[src/rtl/fb_line_writer_if.sv]
// Line-descriptor handshake, display-RAM write port and status flags of the
// framebuffer line writer, bundled so both ends share one width derivation.
interface fb_line_writer_if #(
  parameter int WIDTH     = 640,
  parameter int HEIGHT    = 480,
  parameter int BPP       = 3,
  parameter int NUM_BANKS = 1
);
  localparam int ROW_W  = $clog2(HEIGHT);
  localparam int BANK_W = (NUM_BANKS > 1) ? $clog2(NUM_BANKS) : 1;
  localparam int ADDR_W = $clog2(NUM_BANKS * WIDTH * HEIGHT);

  logic                   line_valid;
  logic                   line_ready;
  logic [ROW_W-1:0]       line_row;
  logic [WIDTH*BPP-1:0]   line_data;
  logic                   rd_busy;
  logic                   wr_en;
  logic [ADDR_W-1:0]      wr_addr;
  logic [BPP-1:0]         wr_data;
  logic [BANK_W-1:0]      disp_bank;
  logic                   line_done;
  logic                   frame_done;
  logic                   line_err;
  logic                   busy;

  modport slave (
    input  line_valid, line_row, line_data, rd_busy,
    output line_ready, wr_en, wr_addr, wr_data, disp_bank,
           line_done, frame_done, line_err, busy
  );

  modport master (
    output line_valid, line_row, line_data, rd_busy,
    input  line_ready, wr_en, wr_addr, wr_data, disp_bank,
           line_done, frame_done, line_err, busy
  );
endinterface

[src/rtl/fb_line_writer.sv]
// Accepts one packed pixel line and streams it into the display RAM one pixel
// per cycle, yielding to the display reader and swapping banks per frame.
module fb_line_writer #(
  parameter int WIDTH     = 640,
  parameter int HEIGHT    = 480,
  parameter int BPP       = 3,
  parameter int NUM_BANKS = 1
) (
  input  logic              clk_sys,
  input  logic              rst_n,
  fb_line_writer_if.slave   bus
);
  localparam int ROW_W  = $clog2(HEIGHT);
  localparam int COL_W  = $clog2(WIDTH);
  localparam int BANK_W = (NUM_BANKS > 1) ? $clog2(NUM_BANKS) : 1;
  localparam int ADDR_W = $clog2(NUM_BANKS * WIDTH * HEIGHT);

  localparam logic [ADDR_W-1:0] BANK_WORDS = ADDR_W'(WIDTH * HEIGHT);
  localparam logic [ADDR_W-1:0] LINE_WORDS = ADDR_W'(WIDTH);
  localparam logic [ROW_W:0]    ROW_LIMIT  = (ROW_W+1)'(HEIGHT);
  localparam logic [ROW_W-1:0]  ROW_LAST   = ROW_W'(HEIGHT - 1);
  localparam logic [COL_W-1:0]  COL_LAST   = COL_W'(WIDTH - 1);
  localparam logic [BANK_W-1:0] BANK_LAST  = BANK_W'(NUM_BANKS - 1);

  typedef enum logic [1:0] {
    S_IDLE,
    S_WRITE,
    S_DONE,
    S_ERR
  } state_e;

  state_e               state_q;
  logic [COL_W-1:0]     col_q;
  logic [ROW_W-1:0]     row_q;
  logic [BANK_W-1:0]    disp_bank_q;
  logic [WIDTH*BPP-1:0] line_q;
  logic                 line_done_q;
  logic                 frame_done_q;
  logic                 line_err_q;
  logic [BANK_W-1:0]    wbank_d;

  logic accept;
  logic row_ok;
  logic col_last;

  assign bus.line_ready = (state_q == S_IDLE) && rst_n;
  assign accept         = bus.line_ready && bus.line_valid;
  assign row_ok         = {1'b0, bus.line_row} < ROW_LIMIT;
  assign col_last       = (col_q == COL_LAST);

  // The bank being filled is always the one after the displayed bank.
  always_comb begin
    wbank_d = '0;
    if (NUM_BANKS > 1 && disp_bank_q != BANK_LAST) begin
      wbank_d = disp_bank_q + 1'b1;
    end
  end

  // NOTE: the line buffer is pure datapath, loaded only on accept and never
  // read outside WRITE, so it carries no reset.
  always_ff @(posedge clk_sys) begin
    if (accept) begin
      line_q <= bus.line_data;
    end
  end

  // NOTE: all state below uses non-blocking assignments so every register
  // samples the pre-edge values regardless of statement order.
  always_ff @(posedge clk_sys) begin
    if (!rst_n) begin
      state_q      <= S_IDLE;
      col_q        <= '0;
      row_q        <= '0;
      disp_bank_q  <= '0;
      line_done_q  <= 1'b0;
      frame_done_q <= 1'b0;
      line_err_q   <= 1'b0;
    end else begin
      line_done_q  <= 1'b0;
      frame_done_q <= 1'b0;
      line_err_q   <= 1'b0;
      unique case (state_q)
        S_IDLE: begin
          if (bus.line_valid) begin
            row_q <= bus.line_row;
            col_q <= '0;
            if (row_ok) begin
              state_q <= S_WRITE;
            end else begin
              state_q    <= S_ERR;
              line_err_q <= 1'b1;
            end
          end
        end
        S_WRITE: begin
          if (!bus.rd_busy) begin
            if (col_last) begin
              col_q        <= '0;
              state_q      <= S_DONE;
              line_done_q  <= 1'b1;
              frame_done_q <= (row_q == ROW_LAST);
            end else begin
              col_q <= col_q + 1'b1;
            end
          end
        end
        S_DONE: begin
          if (frame_done_q) begin
            disp_bank_q <= wbank_d;
          end
          state_q <= S_IDLE;
        end
        S_ERR: begin
          state_q <= S_IDLE;
        end
        default: begin
          state_q <= S_IDLE;
        end
      endcase
    end
  end

  // A stalled write keeps col_q, so address and data hold through rd_busy.
  assign bus.wr_en      = (state_q == S_WRITE) && !bus.rd_busy;
  assign bus.wr_addr    = ADDR_W'(wbank_d) * BANK_WORDS
                        + ADDR_W'(row_q) * LINE_WORDS
                        + ADDR_W'(col_q);
  assign bus.wr_data    = line_q[int'(col_q)*BPP +: BPP];
  assign bus.disp_bank  = disp_bank_q;
  assign bus.line_done  = line_done_q;
  assign bus.frame_done = frame_done_q;
  assign bus.line_err   = line_err_q;
  assign bus.busy       = (state_q != S_IDLE);

endmodule

[src/flat_wrapper.sv]
// flat-port wrapper written by rule: the top's interface ports become plain ports
module fb_line_writer_flat 
#(
  parameter int WIDTH     = 640,
  parameter int HEIGHT    = 480,
  parameter int BPP       = 3,
  parameter int NUM_BANKS = 1
)
  (clk_sys, rst_n, bus_line_valid, bus_line_row, bus_line_data, bus_rd_busy, bus_line_ready, bus_wr_en, bus_wr_addr, bus_wr_data, bus_disp_bank, bus_line_done, bus_frame_done, bus_line_err, bus_busy);
  fb_line_writer_if #(.WIDTH(WIDTH), .HEIGHT(HEIGHT), .BPP(BPP), .NUM_BANKS(NUM_BANKS)) bus_i ();
  input  logic clk_sys;
  input  logic rst_n;
  input wire logic [$bits(bus_i.line_valid)-1:0] bus_line_valid;
  input wire logic [$bits(bus_i.line_row)-1:0] bus_line_row;
  input wire logic [$bits(bus_i.line_data)-1:0] bus_line_data;
  input wire logic [$bits(bus_i.rd_busy)-1:0] bus_rd_busy;
  output wire logic [$bits(bus_i.line_ready)-1:0] bus_line_ready;
  output wire logic [$bits(bus_i.wr_en)-1:0] bus_wr_en;
  output wire logic [$bits(bus_i.wr_addr)-1:0] bus_wr_addr;
  output wire logic [$bits(bus_i.wr_data)-1:0] bus_wr_data;
  output wire logic [$bits(bus_i.disp_bank)-1:0] bus_disp_bank;
  output wire logic [$bits(bus_i.line_done)-1:0] bus_line_done;
  output wire logic [$bits(bus_i.frame_done)-1:0] bus_frame_done;
  output wire logic [$bits(bus_i.line_err)-1:0] bus_line_err;
  output wire logic [$bits(bus_i.busy)-1:0] bus_busy;
  assign bus_i.line_valid = bus_line_valid;
  assign bus_i.line_row = bus_line_row;
  assign bus_i.line_data = bus_line_data;
  assign bus_i.rd_busy = bus_rd_busy;
  assign bus_line_ready = bus_i.line_ready;
  assign bus_wr_en = bus_i.wr_en;
  assign bus_wr_addr = bus_i.wr_addr;
  assign bus_wr_data = bus_i.wr_data;
  assign bus_disp_bank = bus_i.disp_bank;
  assign bus_line_done = bus_i.line_done;
  assign bus_frame_done = bus_i.frame_done;
  assign bus_line_err = bus_i.line_err;
  assign bus_busy = bus_i.busy;
  fb_line_writer #(.WIDTH(WIDTH), .HEIGHT(HEIGHT), .BPP(BPP), .NUM_BANKS(NUM_BANKS)) u_core (.clk_sys(clk_sys), .rst_n(rst_n), .bus(bus_i));
endmodule
[config.mk]
export PLATFORM = sky130hd
export DESIGN_NAME = fb_line_writer_flat
export DESIGN_NICKNAME = d
export VERILOG_FILES = /design/src/rtl/fb_line_writer_if.sv /design/src/rtl/fb_line_writer.sv /design/src/flat_wrapper.sv
export SDC_FILE = /design/constraint.sdc
export NUM_CORES = 2
export LEC_CHECK = 0
export BUFFER_PORTS_ARGS = -buffer_cell sky130_fd_sc_hd__buf_4
export CAP_MARGIN = 20
export CORE_AREA = 2 2 772 774
export CTS_BUF_LIST = sky130_fd_sc_hd__clkbuf_4 sky130_fd_sc_hd__clkbuf_8
export CTS_CLUSTER_DIAMETER = 100
export DETAILED_ROUTE_END_ITERATION = 8
export DIE_AREA = 0 0 774 776
export GPL_TIMING_DRIVEN = 0
export MAX_ROUTING_LAYER = met4
export PLACE_DENSITY = 0.3
export SYNTH_ARGS = -nofsm -noshare
export SYNTH_HDL_FRONTEND = slang
export SYNTH_SLANG_ARGS = --single-unit
[constraint.sdc]
create_clock -name clk_sys -period 127.5 [get_ports clk_sys]
set_clock_uncertainty 0.1 [all_clocks]
set_input_delay 25.5 -clock clk_sys [delete_from_list [all_inputs] [get_ports clk_sys]]
set_output_delay 25.5 -clock clk_sys [all_outputs]
set_load 0.005 [all_outputs]
# --- Yosys cells after proc, flatten, opt, wreduce, memory -nomap -nowiden ---
# Index checks and enable logic that the tools add are counted.
op_classes:
  addsub: 2
  n_mul: 2
  magnitude_cmp: 1
  eq_ne: 8
  n_shift: 1
  n_mux: 11
  bitwise: 3
  n_reduce_logical: 14
op_table:
  columns: ["cell", "count"]
  rows:
  - ["$shiftx A1920 B32 Y3", 1]
  - ["$mux W10", 3]
  - ["$pmux W10 S2", 1]
  - ["$add A19 B10 Y19", 1]
  - ["$mul A10 B2 Y12 const B", 1]
  - ["$mul A9 B3 Y12 const B", 1]
  - ["$add A10 B1 Y10 const B", 1]
  - ["$eq A10 B10 Y1 const B", 1]
  - ["$eq A9 B9 Y1 const B", 1]
  - ["$lt A9 B9 Y1 const B", 1]
  - ["$reduce_and A3 Y1", 3]
  - ["$mux W2", 4]
  - ["$pmux W2 S3", 1]
  - ["$eq A2 B2 Y1 const B", 2]
  - ["$ne A2 B2 Y1 const B", 2]
  - ["$reduce_bool A2 Y1", 2]
  - ["$reduce_or A4 Y1", 1]
  - ["$logic_and A1 B1 Y1", 3]
  - ["$not A1 Y1", 3]
  - ["$reduce_or A3 Y1", 1]
  - ["$eq A2 B1 Y1 const B", 1]
  - ["$logic_not A2 Y1", 1]
  - ["$mux W1", 2]
  - ["$ne A2 B1 Y1 const B", 1]
  - ["3 further kinds", 3]
word_totals:
  register_bits: 1944
  input_bits: 1933
  output_inout_bits: 29

# --- Longest topological paths before layout ---
depth:
  depth_word: 4
  mapped_depth: 13
  depth_no_buf: 10

# --- Least setup slack after synthesis ---
# Ideal clock, no wire load.
synth_timing:
  path_kind: "input -> register"
  start: "input port rst_n"
  end: "register u_core.line_q[0] (enable)"
  setup_time_ps: 2581
  arrival_time_ps: 68876
  required_time_ps: 124819
  setup_slack_ps: 55942
  stages: 1
  path_buffers: 0
  path_cell_list: "and3_1"
synth_between:
  elab_chain_len: 2
synth_lines:
  columns: ["item", "line", "rtl"]
  rows:
  - ["start, declared", "flat_wrapper.sv:12", "input logic rst_n;"]
  - ["$logic_and A1 B1 Y1", "fb_line_writer.sv:46", "assign bus.line_ready = (state_q == S_IDLE) && rst_n;"]
  - ["$logic_and A1 B1 Y1", "fb_line_writer.sv:47", "assign accept = bus.line_ready && bus.line_valid;"]
  - ["end signal, assigned", "fb_line_writer.sv:63", "line_q <= bus.line_data;"]
  - ["end, declared", "fb_line_writer.sv:36", "logic [WIDTH*BPP-1:0] line_q;"]
# Every way passes these cells.
# A chain may end at the register's enable or synchronous reset.

# --- Final worst setup path ---
layout_timing:
  start: "input port rst_n"
  end: "output port bus_line_ready"
layout_between:
  elab_chain_len: 1
layout_lines:
  columns: ["item", "line", "rtl"]
  rows:
  - ["$logic_and A1 B1 Y1", "fb_line_writer.sv:46", null]
  - ["end, declared", "flat_wrapper.sv:17", "output wire logic [$bits(bus_i.line_ready)-1:0] bus_line_ready;"]
# Every way passes these cells.

==> results.sh <==
export IMPL_drv_slew=0
export IMPL_status="completed"
export IMPL_synth_nets=5308
export IMPL_final_cell_mix="2025 x buf_4, 1920 x edfxtp_1, 447 x mux4_2"
export IMPL_synth_cell_type_count=73
export IMPL_h_tree_depth=5
export IMPL_hpwl_mm=444.9
export IMPL_synth_seq_area_share_pct=77.65
export IMPL_viasPerCell=3.380
export IMPL_cts_hold_buffers=0
export IMPL_end_kind="primary output"
export IMPL_finalPower_mw=1.528
export IMPL_die_h_um=776
export IMPL_startpoint_type="input pin"
export IMPL_p_leak_nw=37.67
export IMPL_tightest_slew_ns=1.265
export IMPL_postPlaceCellArea_um2=102600
export IMPL_fmax_mhz=19.18
export IMPL_final_nets=7807
export IMPL_cts_buffer_depth=4
export IMPL_synth_area_um2=74870
export IMPL_synthToLayoutAreaGrowth_pct=47.73
export IMPL_slew_headroom_pct=15.64
export IMPL_numPortBuffers=1960
export IMPL_fillCellCount=63950
export IMPL_synth_seq_cells=1944
export IMPL_finish_instance_area_um2=110600
export IMPL_overflow=0
export IMPL_ant_nets=0
export IMPL_grt_max_degree=71
export IMPL_vdd_drop_max_mv=0.007424
export IMPL_min_period_ns=52.13
export IMPL_num_vias=47890
export IMPL_setup_tns_ns=0
export IMPL_yosysTopAreaCellShare_pct=77.00
export IMPL_critPathArrivalTime_ns=26.53
export IMPL_grt_usage_pct=17.83
export IMPL_drc=0
export IMPL_hold_class="reg2reg"
export IMPL_multi_input_area_um2=15800
export IMPL_cts_made_buffers=389
export IMPL_rsz0062_at_grt="false"
export IMPL_drt_iter0_drc=3626
export IMPL_cp_max_fo=10
export IMPL_synthFlopType="edfxtp_1"
export IMPL_initial_core_util_pct=12.64
export IMPL_final_common_cell="buf_4"
export IMPL_setup_viol=0
export IMPL_regArea_um2=58140
export IMPL_dpl_worst_slack_ns=75.38
export IMPL_antenna_found_initial=339
export IMPL_gp_congestion=0.7825
export IMPL_clock_sinks=1944
export IMPL_crit_required_ns=101.90
export IMPL_avgSynthCellArea_um2=22.32
export IMPL_grt_pass1_wl_mm=649.5
export IMPL_synth_area_leaders="edfxtp_1 77%, mux4_2 13%, mux2i_1 1.9%, dfxtp_1 0.64%, a22oi_1 0.58%"
export IMPL_drive_above_1_share_pct=54.77
export IMPL_root_buffer="clkbuf_8"
export IMPL_coreArea_um2=592400
export IMPL_cap_violations=0
export IMPL_yosys_warnings=0
export IMPL_cellPowerDensity_nw_per_um2=13.81
export IMPL_fin_crit_sh_pct=40.89
export IMPL_synth_edf_count=1920
export IMPL_drtPass1Iterations=5
export IMPL_clk_pin_slew_ns=0.06
export IMPL_synth_async_sr_flop_share_pct=0
export IMPL_setup_ws_ns=75.37
export IMPL_die_area_um2=600600
export IMPL_io_pin_count=1962
export IMPL_grt_pass1_vias=51740
export IMPL_yosysTopAreaCell="edfxtp_1"
export IMPL_wl_per_cell_um=38.06
export IMPL_wl_mm=539.2
export IMPL_postCtsResizedCells=0
export IMPL_tritoncts="yes"
export IMPL_timing_final_hold_violations=0
export IMPL_row_count=283
export IMPL_netlist_instances=3355
export IMPL_path_class="in2out"
export IMPL_post_cts_buffers=0
export IMPL_clk_latency_ns=1.15
export IMPL_die_x_um=774
metal layers:
metal	up-vias	routed length (um)	global-route usage, %
met2	2656	276900	31.45
met3	614	43470	5.157
met5	-	0	-
li1	19760	-	-
met1	24860	209100	20.31
met4	0	9847	2.927
cell families after synthesis:
| group | Yosys count | share of synthesized area, % |
|---|---|---|
| DFF | 1944 | 77.65 |
| xor gates and xnor gates | 21 | 0.2457 |
| other | 1 | 0.005008 |
| buffers and inverters | 204 | 1.519 |
| AOI/OAI and AO/OA | 337 | 3.239 |
| adders and majority gates | 20 | 0.3543 |
| and+or+nand+nor | 235 | 1.591 |
| muxes | 593 | 15.40 |
cells in the mapped netlist (24+ instances only):
library cell  count
a211oi_1         35
a21oi_1          46
a22oi_1          58
buf_2            63
buf_4            46
clkbuf_1         58
dfxtp_1          24
edfxtp_1       1920
mux2i_1         144
mux4_2          447
nand2_1          74
nand3_1          35
nor2_1           36
o21ai_0          27
o22ai_1          39
registers in the layout, indices dropped and copies added (netlist names):
register               flops
u_core.line_q           1920
u_core.bus.line_err        1
u_core.row_q               9
u_core.bus.line_done       1
u_core.state_q             2
u_core.bus.frame_done      1
u_core.col_q              10
critical path: stages:
cell and delay (ns):
buf_4 0.15, clkbuf_1 0.43, nand2_1 0.20, inv_1 0.10
buf_4 0.14
layout make-up:
class | instances | share of cell area, %
well taps | 7837 | 8.865
clock inverters | 167 | 1.118
flip-flops and latches | 1944 | 52.56
repair buffers | 2108 | 15.93
multi-input cells | 1207 | 14.28
plain buffers | 192 | 1.064
inverters | 12 | 0.04072
clock buffers | 521 | 5.742
diodes | 179 | 0.4050
worst paths after layout:
check	startpoint	end	slack, ns	cells after the start
worst max-delay path	rst_n	bus_line_ready	75.37	5
worst min-delay path	u_core.state_q[1]$_SDFFE_PN0P_	u_core.state_q[1]$_SDFFE_PN0P_	0.36	1
worst max register to register	u_core.col_q[1]$_SDFFE_PN0P_	u_core.col_q[9]$_SDFFE_PN0P_	121.75	11
worst min register to register	u_core.state_q[1]$_SDFFE_PN0P_	u_core.state_q[1]$_SDFFE_PN0P_	0.36	1
where the power goes:
group          switching, mW  total [mW]  internal, mW
clock network          0.310       0.654         0.344
registers            0.00860       0.745         0.736
logic                 0.0655       0.129        0.0632
total                  0.384        1.53          1.14
per-stage QoR:
stage          hold slack (ns)  utilization (%)  std cells
2_1_floorplan           0.3127                -       3355
3_3_place_gp            0.3289            16.78      13150
3_5_place_dp            0.3622            17.31      13300
4_1_cts                 0.3732            18.60      13990
5_1_grt                 0.3730            18.66      14130
6_report                0.3649            18.67      14170
Power figures use the tool's default switching activity.
